### config.mk
export PLATFORM = sky130hd
export DESIGN_NAME = cosim_vec_driver
export DESIGN_NICKNAME = d
export VERILOG_FILES = /design/src/rtl/cosim_drv_pkg.sv /design/src/rtl/cosim_misr.sv /design/src/rtl/cosim_vec_driver.sv
export SDC_FILE = /design/constraint.sdc
export NUM_CORES = 1
export LEC_CHECK = 0
export BUFFER_PORTS_ARGS = -buffer_cell sky130_fd_sc_hd__buf_2
export CORE_MARGIN = 1.5
export CORE_UTILIZATION = 35
export CTS_CLUSTER_DIAMETER = 200
export CTS_CLUSTER_SIZE = 10
export DETAILED_ROUTE_END_ITERATION = 7
export GPL_ROUTABILITY_DRIVEN = 0
export PLACE_DENSITY_LB_ADDON = 0.15
export SLEW_MARGIN = 20
export SYNTH_ARGS = -nofsm -noshare
export SYNTH_HDL_FRONTEND = slang
export SYNTH_SLANG_ARGS = --single-unit
### constraint.sdc
create_clock -name clk -period 7.9 [get_ports clk]
set_clock_uncertainty 0.15 [all_clocks]
set_input_delay 0.79 -clock clk [delete_from_list [all_inputs] [get_ports clk]]
set_output_delay 0.79 -clock clk [all_outputs]
set_load 0.01 [all_outputs]
### src/rtl/cosim_drv_pkg.sv
// cosim_drv_pkg
// Shared definitions for the cosim vector driver:
//   - state_e      : driver FSM states
//   - DEFAULT_POLY : default Galois feedback taps (x^128+x^7+x^2+x+1 low part)
//   - MAX_W        : widest bus the shared step function supports
//   - galois_next  : one Galois LFSR/MISR step, shared by the LFSR and the MISR
package cosim_drv_pkg;

  typedef enum logic [1:0] {
    IDLE  = 2'd0,
    DRIVE = 2'd1,
    DONE  = 2'd2
  } state_e;

  localparam int MAX_W = 256;

  localparam logic [7:0] DEFAULT_POLY = 8'h87;

  // next(x) = {x[w-2:0],0} ^ (x[w-1] ? poly : 0), computed on a MAX_W-wide
  // container so one function serves every bus width. Bits at or above w are
  // forced to zero; w is a constant at every call site, so this folds away.
  function automatic logic [MAX_W-1:0] galois_next(
    input logic [MAX_W-1:0] x,
    input logic [MAX_W-1:0] poly,
    input int               w
  );
    logic [MAX_W-1:0] y;
    logic             msb;
    y   = {x[MAX_W-2:0], 1'b0};
    msb = 1'b0;
    for (int i = 0; i < MAX_W; i++) begin
      if (i >= w) begin
        y[i] = 1'b0;
      end else begin
        y[i] = y[i];
      end
      if (i == w - 1) begin
        msb = x[i];
      end else begin
        msb = msb;
      end
    end
    if (msb) begin
      y = y ^ poly;
    end else begin
      y = y;
    end
    return y;
  endfunction

endpackage

### src/rtl/cosim_misr.sv
// cosim_misr
// Response compactor: a Galois MISR signature plus a bitwise sticky-OR
// accumulator of every captured response word.
// Ports:
//   clk, rst_n : clock, asynchronous active-low reset
//   clr        : zero both registers (wins over en)
//   en         : capture data into the signature and accumulator
//   data       : response word to capture
//   sig        : MISR signature
//   or_acc     : OR of every captured word since the last clear
module cosim_misr
  import cosim_drv_pkg::*;
#(
  parameter int               WIDTH = 128,
  parameter logic [WIDTH-1:0] POLY  = WIDTH'(DEFAULT_POLY)
) (
  input  logic             clk,
  input  logic             rst_n,
  input  logic             clr,
  input  logic             en,
  input  logic [WIDTH-1:0] data,
  output logic [WIDTH-1:0] sig,
  output logic [WIDTH-1:0] or_acc
);

  localparam logic [MAX_W-1:0] POLY_X = MAX_W'(POLY);

  logic [WIDTH-1:0] sig_q, sig_d;
  logic [WIDTH-1:0] or_acc_q, or_acc_d;

  function automatic logic [WIDTH-1:0] step(input logic [WIDTH-1:0] x);
    logic [MAX_W-1:0] r;
    r = galois_next(MAX_W'(x), POLY_X, WIDTH);
    return r[WIDTH-1:0];
  endfunction

  // Next-state selection: clear, capture or hold.
  always_comb begin
    sig_d    = sig_q;
    or_acc_d = or_acc_q;
    if (clr) begin
      sig_d    = '0;
      or_acc_d = '0;
    end else if (en) begin
      sig_d    = step(sig_q) ^ data;
      or_acc_d = or_acc_q | data;
    end else begin
      sig_d    = sig_q;
      or_acc_d = or_acc_q;
    end
  end

  // Signature and accumulator registers.
  always_ff @(posedge clk or negedge rst_n) begin
    if (!rst_n) begin
      sig_q    <= '0;
      or_acc_q <= '0;
    end else begin
      sig_q    <= sig_d;
      or_acc_q <= or_acc_d;
    end
  end

  assign sig    = sig_q;
  assign or_acc = or_acc_q;

endmodule

### src/rtl/cosim_vec_driver.sv
// cosim_vec_driver
// Drives a pseudo-random vector stream onto a combinational DUT, holds each
// vector for SETTLE cycles, samples the response on the last cycle and folds
// it into a MISR signature and a sticky-OR accumulator.
// Ports:
//   clk, rst_n : clock, asynchronous active-low reset
//   start      : begin a run (accepted only when not busy)
//   abort      : end the current run early (only while busy)
//   dut_in     : registered stimulus;  dut_out : DUT response
//   busy/done/aborted : run status, done/aborted held until next start
//   vec_count  : vectors sampled in the current or last run
//   sig/or_acc : MISR signature and OR of all sampled responses
module cosim_vec_driver
  import cosim_drv_pkg::*;
#(
  parameter int               WIDTH    = 128,
  parameter int               NUM_VECS = 256,
  parameter int               SETTLE   = 1,
  parameter logic [WIDTH-1:0] POLY     = WIDTH'(DEFAULT_POLY),
  parameter logic [WIDTH-1:0] SEED     = WIDTH'(1'b1)
) (
  input  logic             clk,
  input  logic             rst_n,
  input  logic             start,
  input  logic             abort,
  output logic [WIDTH-1:0] dut_in,
  input  logic [WIDTH-1:0] dut_out,
  output logic             busy,
  output logic             done,
  output logic             aborted,
  output logic [15:0]      vec_count,
  output logic [WIDTH-1:0] sig,
  output logic [WIDTH-1:0] or_acc
);

  localparam logic [MAX_W-1:0] POLY_X   = MAX_W'(POLY);
  // An all-zero seed would lock the LFSR, so it is replaced by 1.
  localparam logic [WIDTH-1:0] SEED_EFF = (SEED == '0) ? {{(WIDTH-1){1'b0}}, 1'b1} : SEED;
  localparam int               SW       = (SETTLE > 1) ? $clog2(SETTLE) : 1;
  localparam logic [SW-1:0]    SETTLE_RELOAD = SW'(SETTLE - 1);
  localparam logic [15:0]      NUM_VECS_L    = 16'(NUM_VECS);

  state_e           state_q, state_d;
  logic [WIDTH-1:0] dut_in_q, dut_in_d;
  logic [WIDTH-1:0] lfsr_q, lfsr_d;
  logic [SW-1:0]    settle_q, settle_d;
  logic [15:0]      vec_count_q, vec_count_d;
  logic             busy_q, busy_d;
  logic             done_q, done_d;
  logic             aborted_q, aborted_d;
  logic             misr_en;
  logic             misr_clr;

  function automatic logic [WIDTH-1:0] step(input logic [WIDTH-1:0] x);
    logic [MAX_W-1:0] r;
    r = galois_next(MAX_W'(x), POLY_X, WIDTH);
    return r[WIDTH-1:0];
  endfunction

  // FSM next state: start loads the first vector, each sample edge either
  // advances to the next LFSR vector or finishes; abort beats a sample.
  always_comb begin
    state_d     = state_q;
    dut_in_d    = dut_in_q;
    lfsr_d      = lfsr_q;
    settle_d    = settle_q;
    vec_count_d = vec_count_q;
    busy_d      = busy_q;
    done_d      = done_q;
    aborted_d   = aborted_q;
    misr_en     = 1'b0;
    misr_clr    = 1'b0;
    case (state_q)
      IDLE, DONE: begin
        if (start) begin
          state_d     = DRIVE;
          dut_in_d    = SEED_EFF;
          lfsr_d      = step(SEED_EFF);
          settle_d    = SETTLE_RELOAD;
          vec_count_d = 16'd0;
          busy_d      = 1'b1;
          done_d      = 1'b0;
          aborted_d   = 1'b0;
          misr_clr    = 1'b1;
        end else begin
          state_d = state_q;
        end
      end
      DRIVE: begin
        if (abort) begin
          state_d   = DONE;
          busy_d    = 1'b0;
          done_d    = 1'b1;
          aborted_d = 1'b1;
        end else if (settle_q != '0) begin
          settle_d = settle_q - SW'(1);
        end else begin
          misr_en     = 1'b1;
          vec_count_d = vec_count_q + 16'd1;
          if (vec_count_d == NUM_VECS_L) begin
            // Last vector stays on dut_in after the run.
            state_d = DONE;
            busy_d  = 1'b0;
            done_d  = 1'b1;
          end else begin
            dut_in_d = lfsr_q;
            lfsr_d   = step(lfsr_q);
            settle_d = SETTLE_RELOAD;
          end
        end
      end
      default: begin
        state_d = IDLE;
        busy_d  = 1'b0;
      end
    endcase
  end

  // FSM, stimulus and status registers.
  always_ff @(posedge clk or negedge rst_n) begin
    if (!rst_n) begin
      state_q     <= IDLE;
      dut_in_q    <= '0;
      lfsr_q      <= SEED_EFF;
      settle_q    <= '0;
      vec_count_q <= 16'd0;
      busy_q      <= 1'b0;
      done_q      <= 1'b0;
      aborted_q   <= 1'b0;
    end else begin
      state_q     <= state_d;
      dut_in_q    <= dut_in_d;
      lfsr_q      <= lfsr_d;
      settle_q    <= settle_d;
      vec_count_q <= vec_count_d;
      busy_q      <= busy_d;
      done_q      <= done_d;
      aborted_q   <= aborted_d;
    end
  end

  cosim_misr #(
    .WIDTH (WIDTH),
    .POLY  (POLY)
  ) u_misr (
    .clk    (clk),
    .rst_n  (rst_n),
    .clr    (misr_clr),
    .en     (misr_en),
    .data   (dut_out),
    .sig    (sig),
    .or_acc (or_acc)
  );

  assign dut_in    = dut_in_q;
  assign busy      = busy_q;
  assign done      = done_q;
  assign aborted   = aborted_q;
  assign vec_count = vec_count_q;

endmodule

==> metrics.cfg <==
[run_status]
status = complete, no violations

[worst_setup_path]
r2r_start = vec_count[0]$_DFFE_PN0P_
worstPathArrival_ns = 4.80
path_max_fanout = 60
cp-end-kind = flip-flop
endpoint = dut_in[77]$_DFFE_PN0P_
worstRegToRegCells = 8
worstSetupStartpointType = flip-flop
r2r_slack_ns = 3.39
r2r-end = dut_in[77]$_DFFE_PN0P_
cp.required_ns = 8.19
worst-setup-path-type = flip-flop to flip-flop
cp-startpoint = vec_count[0]$_DFFE_PN0P_

[sta]
rsz0062_at_grt = no
relSlewSlack_pct = 26.00
fin_crit_ns = 4.506
whs_ns = 0.1141
setup_ws_ns = 3.394
slew_viol_final = 0
fin_crit_sh_pct = 57.04
fin_tns_setup_ns = 0
report.final.hold_viol_count = 0
finalSetupViolCount = 0
timing.fmax_mhz = 221.9
max_slew.worst_pin.slew_ns = 1.110

[routing]
drtIter0Drc = 778
vias_per_cell = 4.794
wl_met1_um = 21580
first_pass_iters = 5
via_count = 13400
wl_met2_um = 24820
wl_met3_um = 4391
top_layer_used = met5
drtAntennaViolNets = 0
drc_errors = 0
wl_um = 51970
wire_per_inst_um = 18.59

[pwr]
switching_share_pct = 33.49
internal-power_uw = 4204
p_comb_share_pct = 25.8
pwr-share-clk_pct = 29.7
p_sw_uw = 2117
p_leak_uw = 0.01129
ir_drop_v = 0.0001721
seqPwrFrac_pct = 44.5
p_per_area_nw_per_um2 = 292.5

[finish]
layout_commonest_cell = buf_2
fillers = 5078
drive_above_1_share_pct = 30.26
stdcell_area_um2 = 21610
stdcell_count = 2795
layout_common_cells = 533 x buf_2, 408 x dfrtp_1, 214 x nor2_1
syn_to_final_growth_pct = 19.24
finalNetCount = 2237

[synth]
synthCells = 1741
synth_compound_area_share_pct = 8.595
async_reset_ff_share_pct = 100.0
synthesis.area_um2 = 18120
synth.mux.area_fraction_pct = 7.718
postSynthAreaPerCell_um2 = 10.41
ys_seq_area_share_pct = 56.48
synth_seq_cells = 409
synth_xor_area_share_pct = 6.669
synth_simple_gate_area_share_pct = 10.91
synth_top_family_by_area = simple AND/OR/NAND/NOR gates
yosys.area_share.adder_pct = 0.1381
synth_nets = 1875
synth_largest_area_cell = dfrtp_1
synth_top_area_share_pct = 56.33
synth_edf_count = 0
synth_area_leaders = dfrtp_1 56%, xnor2_1 6.5%, buf_4 5.2%
synth_ff_type = dfrtp_1
synth_warnings = 0
ys_types = 43

[flow_run]
drv_cap = 0

[placement]
place_ws_ns = 3.452
io_buffers = 534
dp_cells = 2734
post_dp_cell_area_um2 = 20360
hpwlAfterDp_um = 35270

[die]
core_area_um2 = 51200
ioPinCount = 535
row_count = 83
die-width_um = 230.6
die_area_um2 = 53160
start_util_pct = 35.40
die_h_um = 230.6

[global_routing]
overflow = 0
antenna_found_initial = 8
grt_max_degree = 165
grt_usage_pct = 19.02
grt_first_pass_wirelength_um = 78630
grt_pass1_vias = 12960

[cts]
htreeDepth = 2
cts.clk_slew.worst_paths_ns = 0.05
clockBufferDepth = 3
cts_root_buf = clkbuf_16
cts_buffers = 46
post_cts_resize_count = 0
cts_num_sinks = 409
cts_tree = yes
clk_latency_ns = 0.57
postCtsSetupBuffers = 0
cts-hold-fix-buffers = 0

[min_path]
min_path_type = primary input to async pin

cell type report:
cell class	instances	area, µm²	area share, %
Clock buffer	56	1210	5.598
Clock inverter	1	8.758	0.04053
Antenna cell	3	7.507	0.03474
Inverter	70	262.8	1.216
Sequential cell	409	10240	47.36
Tap cell	680	850.8	3.937
Timing Repair Buffer	548	2833	13.11
Multi-Input combinational cell	1028	6203	28.70
through the flow:
stage / utilization [%] / power [µW]
global placement: 39.76 / 4475
finish: 42.21 / 6321
floorplan: - / 3720
CTS: 42.14 / 6423
global route: 42.20 / 6698
detailed placement: 39.76 / 4496
registers in the layout, summed over array words and instances, names as in the netlist:
register,cells
busy,1
u_misr.or_acc,128
dut_in,128
u_misr.sig,128
state_q,2
lfsr_q,4
vec_count,16
aborted,1
done,1
how the worst min path moves through the flow:
stage / from / end / cells past startpoint / slack (ns)
after floorplan: lfsr_q[2]$_DFFE_PN0P_ / dut_in[2]$_DFFE_PN0P_ / 1 / 0.31
after global placement: lfsr_q[7]$_DFFE_PN0P_ / dut_in[7]$_DFFE_PN0P_ / 1 / 0.32
after detailed placement: done$_DFFE_PN0P_ / done$_DFFE_PN0P_ / 2 / 0.32
after CTS: rst_n / dut_in[89]$_DFFE_PN0P_ / 1 / 0.11
after global routing: rst_n / dut_in[77]$_DFFE_PN0P_ / 1 / 0.15
final: rst_n / dut_in[77]$_DFFE_PN0P_ / 1 / 0.11
Yosys cell counts, types with 4 or more instances:
library cell / instances
a211oi_1: 7
or3_1: 4
buf_6: 14
xnor2_1: 134
buf_4: 126
inv_1: 69
a21oi_1: 132
clkbuf_1: 79
dfrtp_1: 408
nor2_1: 215
nand3_1: 130
mux2_2: 33
o21ai_0: 152
mux2i_1: 70
nand2_1: 83
nand4_1: 6
xor2_1: 4
buf_1: 13
mux2_1: 29
metal layers:
layer  up-vias  track usage, %
li1       6325               -
met2       362           30.74
met5         -               0
met3        84           6.732
met1      6618           23.98
met4        10           5.433
cells by family after synthesis:
| kind of cell | Yosys count |
|---|---|
| AOI/OAI and AO/OA | 301 |
| buffers and inverters | 304 |
| muxes | 132 |
| adders and majority gates | 2 |
| xor gates and xnor gates | 138 |
| and+or+nand+nor | 455 |
| DFF | 409 |
power groups by stage:
| stage | combinational, µW | clock, µW | sequential (µW) |
|---|---|---|---|
| after global placement | 1640 | 0 | 2830 |
| after CTS | 1660 | 1950 | 2810 |
| final | 1630 | 1880 | 2810 |
| after global routing | 1800 | 2030 | 2870 |
| after floorplan | 745 | 0 | 2980 |
| after detailed placement | 1660 | 0 | 2840 |
critical path, cell delays in order, from the launching register on:
cell     delay [ns]
dfrtp_1        0.45
ha_1           0.35
nand4_1        0.37
nor4_1         0.53
nand4_1        0.17
a22oi_1        0.25
a41o_4         0.75
buf_4          0.83
mux2_2         0.41
(Power assumes the default switching activity.)
